### src/rtl/mux_pkg.sv
// Shared definitions for the stream multiplexers: channel limit, index type and
// the one-hot decode used to steer ready back to a single channel.
package mux_pkg;

  localparam int MUX_MAX_N = 16;
  localparam int MUX_IDX_W = $clog2(MUX_MAX_N);

  typedef logic [MUX_IDX_W-1:0] sel_t;

  function automatic logic [MUX_MAX_N-1:0] onehot_from_idx(input sel_t idx);
    logic [MUX_MAX_N-1:0] oh;
    oh      = '0;
    oh[idx] = 1'b1;
    return oh;
  endfunction

endpackage

### src/rtl/rr_arbiter.sv
// Combinational round-robin pick: first requesting channel at or above ptr, with wrap.
// Zero latency, no state; the pointer lives in the caller.
`ifdef MUX_STREAM_RR_EN
module rr_arbiter #(
  parameter int N    = 4,
  parameter int SELW = $clog2(N)
) (
  input  logic [N-1:0]    req,
  input  logic [SELW-1:0] ptr,
  output logic [SELW-1:0] gnt_idx,
  output logic            gnt_any
);

  int idx;

  // Walk from the farthest offset down so the nearest requester wins.
  always_comb begin
    gnt_idx = '0;
    gnt_any = 1'b0;
    idx     = 0;
    for (int k = N - 1; k >= 0; k--) begin
      idx = int'(ptr) + k;
      if (idx >= N) idx = idx - N;
      if (req[idx]) begin
        gnt_idx = idx[SELW-1:0];
        gnt_any = 1'b1;
      end
    end
  end

endmodule
`endif

### src/rtl/mux_stream.sv
// Registered N:1 valid/ready stream mux: 1-cycle latency, full throughput; stalls all inputs
// while a held beat is not taken. Round-robin selection exists only with MUX_STREAM_RR_EN.
module mux_stream
  import mux_pkg::*;
#(
  parameter int WIDTH = 32,
  parameter int N     = 4,
  parameter int SELW  = $clog2(N)
) (
  input  logic               clk,
  input  logic               rst,
`ifdef MUX_STREAM_RR_EN
  input  logic               rr_mode,
`endif
  input  logic [SELW-1:0]    sel,
  input  logic [N-1:0]       in_valid,
  input  logic [N*WIDTH-1:0] in_data,
  output logic [N-1:0]       in_ready,
  output logic               out_valid,
  input  logic               out_ready,
  output logic [WIDTH-1:0]   out_data,
  output logic [SELW-1:0]    out_sel,
  output logic               sel_err
);

  localparam logic [SELW:0] N_IDX = (SELW + 1)'(N);

  logic                 out_valid_q, out_valid_d;
  logic [WIDTH-1:0]     out_data_q, out_data_d;
  logic [SELW-1:0]      out_sel_q, out_sel_d;
  logic                 load, accept, g_ok, sel_oob;
  logic [SELW-1:0]      g;
  logic [MUX_MAX_N-1:0] oh_full;

  assign sel_oob = {1'b0, sel} >= N_IDX;

`ifdef MUX_STREAM_RR_EN
  logic [SELW-1:0] ptr_q, ptr_d, rr_idx;
  logic            rr_any;

  rr_arbiter #(.N(N), .SELW(SELW)) u_arb (
    .req     (in_valid),
    .ptr     (ptr_q),
    .gnt_idx (rr_idx),
    .gnt_any (rr_any)
  );
`endif

  always_comb begin
    g    = sel;
    g_ok = !sel_oob;
`ifdef MUX_STREAM_RR_EN
    if (rr_mode) begin
      g    = rr_idx;
      g_ok = rr_any;
    end
`endif
  end

  // Ready and the select error are held low while reset is asserted.
  always_comb begin
    load     = !out_valid_q || out_ready;
    oh_full  = onehot_from_idx(sel_t'(g));
    in_ready = '0;
    if (rst && load && g_ok) in_ready = oh_full[N-1:0];
    accept   = |(in_ready & in_valid);
    sel_err  = rst && load && sel_oob;
`ifdef MUX_STREAM_RR_EN
    if (rr_mode) sel_err = 1'b0;
`endif
  end

  always_comb begin
    out_valid_d = out_valid_q;
    out_data_d  = out_data_q;
    out_sel_d   = out_sel_q;
    if (accept) begin
      out_valid_d = 1'b1;
      out_sel_d   = g;
      out_data_d  = '0;
      for (int i = 0; i < N; i++) begin
        if (g == SELW'(i)) out_data_d = in_data[i*WIDTH +: WIDTH];
      end
    end else if (out_ready) begin
      out_valid_d = 1'b0;
    end
  end

`ifdef MUX_STREAM_RR_EN
  always_comb begin
    ptr_d = ptr_q;
    if (rr_mode && accept) ptr_d = (g == SELW'(N - 1)) ? '0 : g + 1'b1;
  end

  always_ff @(posedge clk or negedge rst) begin
    if (!rst) ptr_q <= '0;
    else      ptr_q <= ptr_d;
  end
`endif

  always_ff @(posedge clk or negedge rst) begin
    if (!rst) begin
      out_valid_q <= 1'b0;
      out_data_q  <= '0;
      out_sel_q   <= '0;
    end else begin
      out_valid_q <= out_valid_d;
      out_data_q  <= out_data_d;
      out_sel_q   <= out_sel_d;
    end
  end

  assign out_valid = out_valid_q;
  assign out_data  = out_data_q;
  assign out_sel   = out_sel_q;

endmodule

### config.mk
export PLATFORM = sky130hd
export DESIGN_NAME = mux_stream
export DESIGN_NICKNAME = d
export VERILOG_FILES = /design/src/rtl/mux_pkg.sv /design/src/rtl/rr_arbiter.sv /design/src/rtl/mux_stream.sv
export SDC_FILE = /design/constraint.sdc
export NUM_CORES = 1
export LEC_CHECK = 0
export BUFFER_PORTS_ARGS = -buffer_cell sky130_fd_sc_hd__buf_2
export CAP_MARGIN = 15
export CORE_ASPECT_RATIO = 1.1
export CORE_MARGIN = 10
export CORE_UTILIZATION = 35
export CTS_CLUSTER_DIAMETER = 30
export DETAILED_ROUTE_END_ITERATION = 8
export HOLD_SLACK_MARGIN = 0.12
export PLACE_DENSITY = 0.81
export RECOVER_POWER = 100
export SETUP_SLACK_MARGIN = 0.1
export SYNTH_ARGS = -nofsm -noshare
export SYNTH_HDL_FRONTEND = slang
export SYNTH_HIERARCHICAL = 1
export SYNTH_SLANG_ARGS = --single-unit
### constraint.sdc
create_clock -name clk -period 1.5 [get_ports clk]
set_input_delay 0.075 -clock clk [delete_from_list [all_inputs] [get_ports clk]]
set_output_delay 0.075 -clock clk [all_outputs]
set_load 0.01 [all_outputs]
# After elaboration in Yosys (flattened, before gate mapping)
# Index checks and enable logic that the tools add are counted.
# word_totals
regBits	35
latchBits	0
mem_bits_rw	0
rom_bits	0
in_bits	137
out_inout_bits	40
elab_cells	25
n_memories	0
# op_classes
n_addsub	0
multipliers	0
div	0
n_lt_le_gt_ge	2
n_eq_ne	3
n_shift	0
muxes	9
n_bitwise	1
n_reduce_logical	7
# op_table
op	count
two-way mux 32 bit	4
< comparator 2 x 5 -> 1 bit, second input constant	1
AND 4 bit	1
equality test 2 bit, second input constant	2
two-way mux 4 bit	1
OR reduction 4 bit	1
two-way mux 1 bit	3
demux 1 bit (select 2 bit)	1
equality test 2 x 1 -> 1 bit, second input constant	1
greater-or-equal comparator 2 x 1 -> 1 bit, second input constant	1
logical AND 1 bit	2
zero test 2 bit	1
nonzero test 2 bit	1
zero test 1 bit	1
logical OR 1 bit	1

# Logic depth before layout (Yosys ltp)
# depth
depth_word	8
depth_mapped	5
ltp_nobuf	3

# Worst setup path before layout
# No wires, ideal clock.
# synth_timing
kind	input to register
start	input sel[1]
end	register out_data_q[11], in the netlist out_data[11]
setup_ns	0.125
arrival_time_ns	1.202
required_ns	1.375
path_slack_ns	0.174
stages	5
n_path_buf	2
path_cell_list	buf_2 mux4_2 nand3_4 buf_6 mux2_2
# synth_via
elab_chain_len	7
# synth_rtl
element	line	rtl
start: declaration	mux_stream.sv:15	input logic [SELW-1:0] sel,
< comparator 2 x 5 -> 1 bit (implied by the code) or greater-or-equal comparator 2 x 1 -> 1 bit (tied branches)	mux_pkg.sv:13	oh[idx] = 1'b1;
logical AND 1 bit (implied by the code)	mux_pkg.sv:13	
two-way mux 1 bit (implied by the code)	mux_pkg.sv:13	
demux 1 bit (select 2 bit)	mux_pkg.sv:13	
two-way mux 4 bit	mux_stream.sv:65	if (rst && load && g_ok) in_ready = oh_full[N-1:0];
AND 4 bit	mux_stream.sv:66	accept = |(in_ready & in_valid);
OR reduction 4 bit	mux_stream.sv:66	
end signal: assignment	mux_stream.sv:108	out_data_q <= out_data_d;
end: declaration	mux_stream.sv:29	logic [WIDTH-1:0] out_data_q, out_data_d;
# Parallel ways exist; a longest one is shown, timed or not.
# A chain may end at the register's enable or synchronous reset.

# Final worst setup path
# layout_timing
start	input sel[0]
end	register out_data_q[22], in the netlist out_data[22]
# The elaborated chain is that of the path after synthesis.

==> out/qor.yml <==
status: "finished clean"
cp_num_buf_inv: 2
ys_seq_area_share_pct: 39.5
clock_skew_ps: 7.28
route.detailed.drc: 0
post_synth.cell_area_avg_sq_um: 17.2
netlist_instances: 129
final-seq-area_sq_um: 876
vias: 1954
core_sq_um: 6160
clk_path_buf_depth: 2
viasPerCell: 5.04
die_x_um: 95.9
finalSetupTns_ps: 0
htree_levels: 2
cts_setup_buffers: 0
grt_usage_pct: 14.7
crit_type: "input pin to register"
min_period_ps: 1350
overflow: 0
die_h_um: 103
yosysTopAreaCellShare_pct: 39.5
cts_tree: "built"
synth_edf_count: 0
ir_worst_vdd_uv: 421
grt-busiest-layer: "met2"
use_met3_pct: 7.29
crit_path_max_fanout: 38
final.fill_count: 613
worstRegToRegCells: 4
drive_gt1_share_pct: 69.2
clk_latency_ps: 280
setup.worst_path.start: "sel[0]"
ys_types: 19
rsz0062_at_grt: "false"
port_buffers: 175
regToRegSetupSlack_ps: 220
antenna_found_initial: 0
synth_ff_type: "dfrtp_1"
setup_violations: 0
endpoint: "out_data[22]$_DFFE_PN0P_"
wl_mm: 7.43
grt_pass1_vias: 2278
dp_hpwl_mm: 6.39
synth_nets: 266
cts_buffers: 5
tightest_slew_ps: 842
route.antenna.remaining_nets: 0
use_met2_pct: 27.0
final_util_pct: 52.2
drt_iter0_drc: 35
crit_path_cell_trace: "buf_2 -> buf_6 -> mux4_1 -> mux2_2"
hold_class: "input pin to register"
crit_family: "multiplexers"
clkTransAtPathRegs_ps: 70
endpoint_kind: "register"
synth_seq_cells: 35
synthTopCellsByCount: "dfrtp_1 (35), mux2_2 (35), mux4_2 (27)"
reg2reg_to: "out_data[15]$_DFFE_PN0P_"
nets: 444
timing.rr.start: "out_valid$_DFFE_PN0P_"
drv_cap: 0
critPathRequiredTime_ps: 1670
routedWlPerCell_um: 19.1
powerDensity_nw_per_um2: 971
io_pins: 177
worstSetupPathDepth: 4
antenna_cells: 0
multi_input_area_sq_um: 1240
grtUsageMet1_pct: 14.0
cts_sinks: 35
ys_warn_count: 6
critPathSlowestCell: "mux4_1"
max_stage_delay_ps: 630
slew_headroom_pct: 43.9
yosysTopAreaCell: "dfrtp_1"
p_leak_nw: 1.50
critPathLaunchType: "input pin"
slew_violations: 0
fmax_ghz: 0.741
finalHoldViolations: 0
initial_utilization_pct: 36.0
holdWs_ps: 160
firstDrtPassIters: 4
async_reset_ff_share_pct: 100
synth_area_leaders: "dfrtp_1 (40%), mux4_2 (27%), mux2_2 (18%)"
finalCritPeriodShare_pct: 90.0
clock-root-buffer: "clkbuf_8"
gp_congestion: 0.768
rows: 30
synth.cell_area_sq_um: 2220
areaGrowthSynthToFinish_pct: 45.1
die_area_sq_um: 9920
crit_arrival_ps: 1520
grt_first_pass_wirelength_mm: 11.3
grt_max_degree: 39
## report_power, final
part | internal (mW) | leakage [nW] | switching [mW] | total (mW)
Combinational | 0.610 | 1.05 | 0.523 | 1.13
Sequential | 1.21 | 0.410 | 0.134 | 1.34
Clock | 0.326 | 0.0422 | 0.322 | 0.648
Total | 2.14 | 1.50 | 0.979 | 3.12
## placed cells by master (no fill, tap or decap)
cell,instances
conb_1,1
buf_12,2
buf_4,2
dfrtp_1,35
clkbuf_2,1
clkinv_2,1
a22o_1,1
clkbuf_8,5
nor3_1,2
nand3_1,2
clkbuf_1,42
nand2_1,2
a31o_2,1
inv_1,1
mux2_2,35
mux4_1,6
buf_6,1
dlygate4sd3_1,1
mux4_2,27
nand2b_2,1
nor2_1,2
buf_2,136
nand3_4,1
## routing by layer
| metal | vias to the layer above | wire length, um | share of wire, % |
|---|---|---|---|
| met5 | - | 0 | 0 |
| met4 | 0 | 93 | 1.3 |
| met3 | 7 | 930 | 13 |
| met2 | 107 | 4020 | 54 |
| met1 | 961 | 2380 | 32 |
| li1 | 879 | - | - |
## worst reg2reg max path: cells and delay by family, from the launching register on
family	cells	cell delay, ps
buf+inv	1	170
simple gates	2	280
mux	1	360
flops	1	370
## area by class of cell
class / count / area share (%)
Tap cell: 80 / 3.11
Timing Repair Buffer: 183 / 28.4
Clock inverter: 1 / 0.156
Clock buffer: 7 / 2.37
Multi-Input combinational cell: 81 / 38.6
Inverter: 1 / 0.117
Sequential cell: 35 / 27.2
## state kept, by name (all words and copies together) (netlist names)
signal / cells
out_data: 32
out_sel: 2
out_valid: 1
## what timing repair did
action / 4_1_cts / 5_1_grt
setup endpoints to repair: 0 / 4
gates resized for setup: 0 / 1
hold buffers: 1 / 0
hold endpoints to repair: 35 / 0
## kinds of logic (layout without fill, tap and decap cells)
logic type,Yosys count,after routing,synth area share [%]
other,1,1,0.169
multiplexers,68,68,52.3
AO/OA/AOI/OAI,2,2,0.791
buffers and inverters,13,192,4.52
flip-flops,35,35,39.5
AND/OR/NAND/NOR,10,10,2.65
## stage by stage
step / instances / total power, mW / instance area [sq um] / worst slack [ps]
2_1_floorplan: 129 / 1.99 / 2220 / 174
3_3_place_gp: 379 / 2.53 / 3190 / 13.9
3_5_place_dp: 379 / 2.59 / 3190 / -28.8
4_1_cts: 388 / 3.26 / 3280 / 108
5_1_grt: 388 / 3.34 / 3220 / 75.3
6_report: 388 / 3.12 / 3220 / 150
## how the worst min path moves through the flow
stage / startpoint / endpoint / slack, ps / depth (start not counted)
floorplan: rst / out_data[0]$_DFFE_PN0P_ / -220 / 0
global placement: rst / out_sel[1]$_DFFE_PN0P_ / -70 / 1
detailed placement: rst / out_sel[1]$_DFFE_PN0P_ / -70 / 1
CTS: rst / out_sel[1]$_DFFE_PN0P_ / 160 / 2
global route: out_ready / out_valid$_DFFE_PN0P_ / 170 / 3
finish: out_ready / out_valid$_DFFE_PN0P_ / 160 / 3
Power figures use the tool's default switching activity.
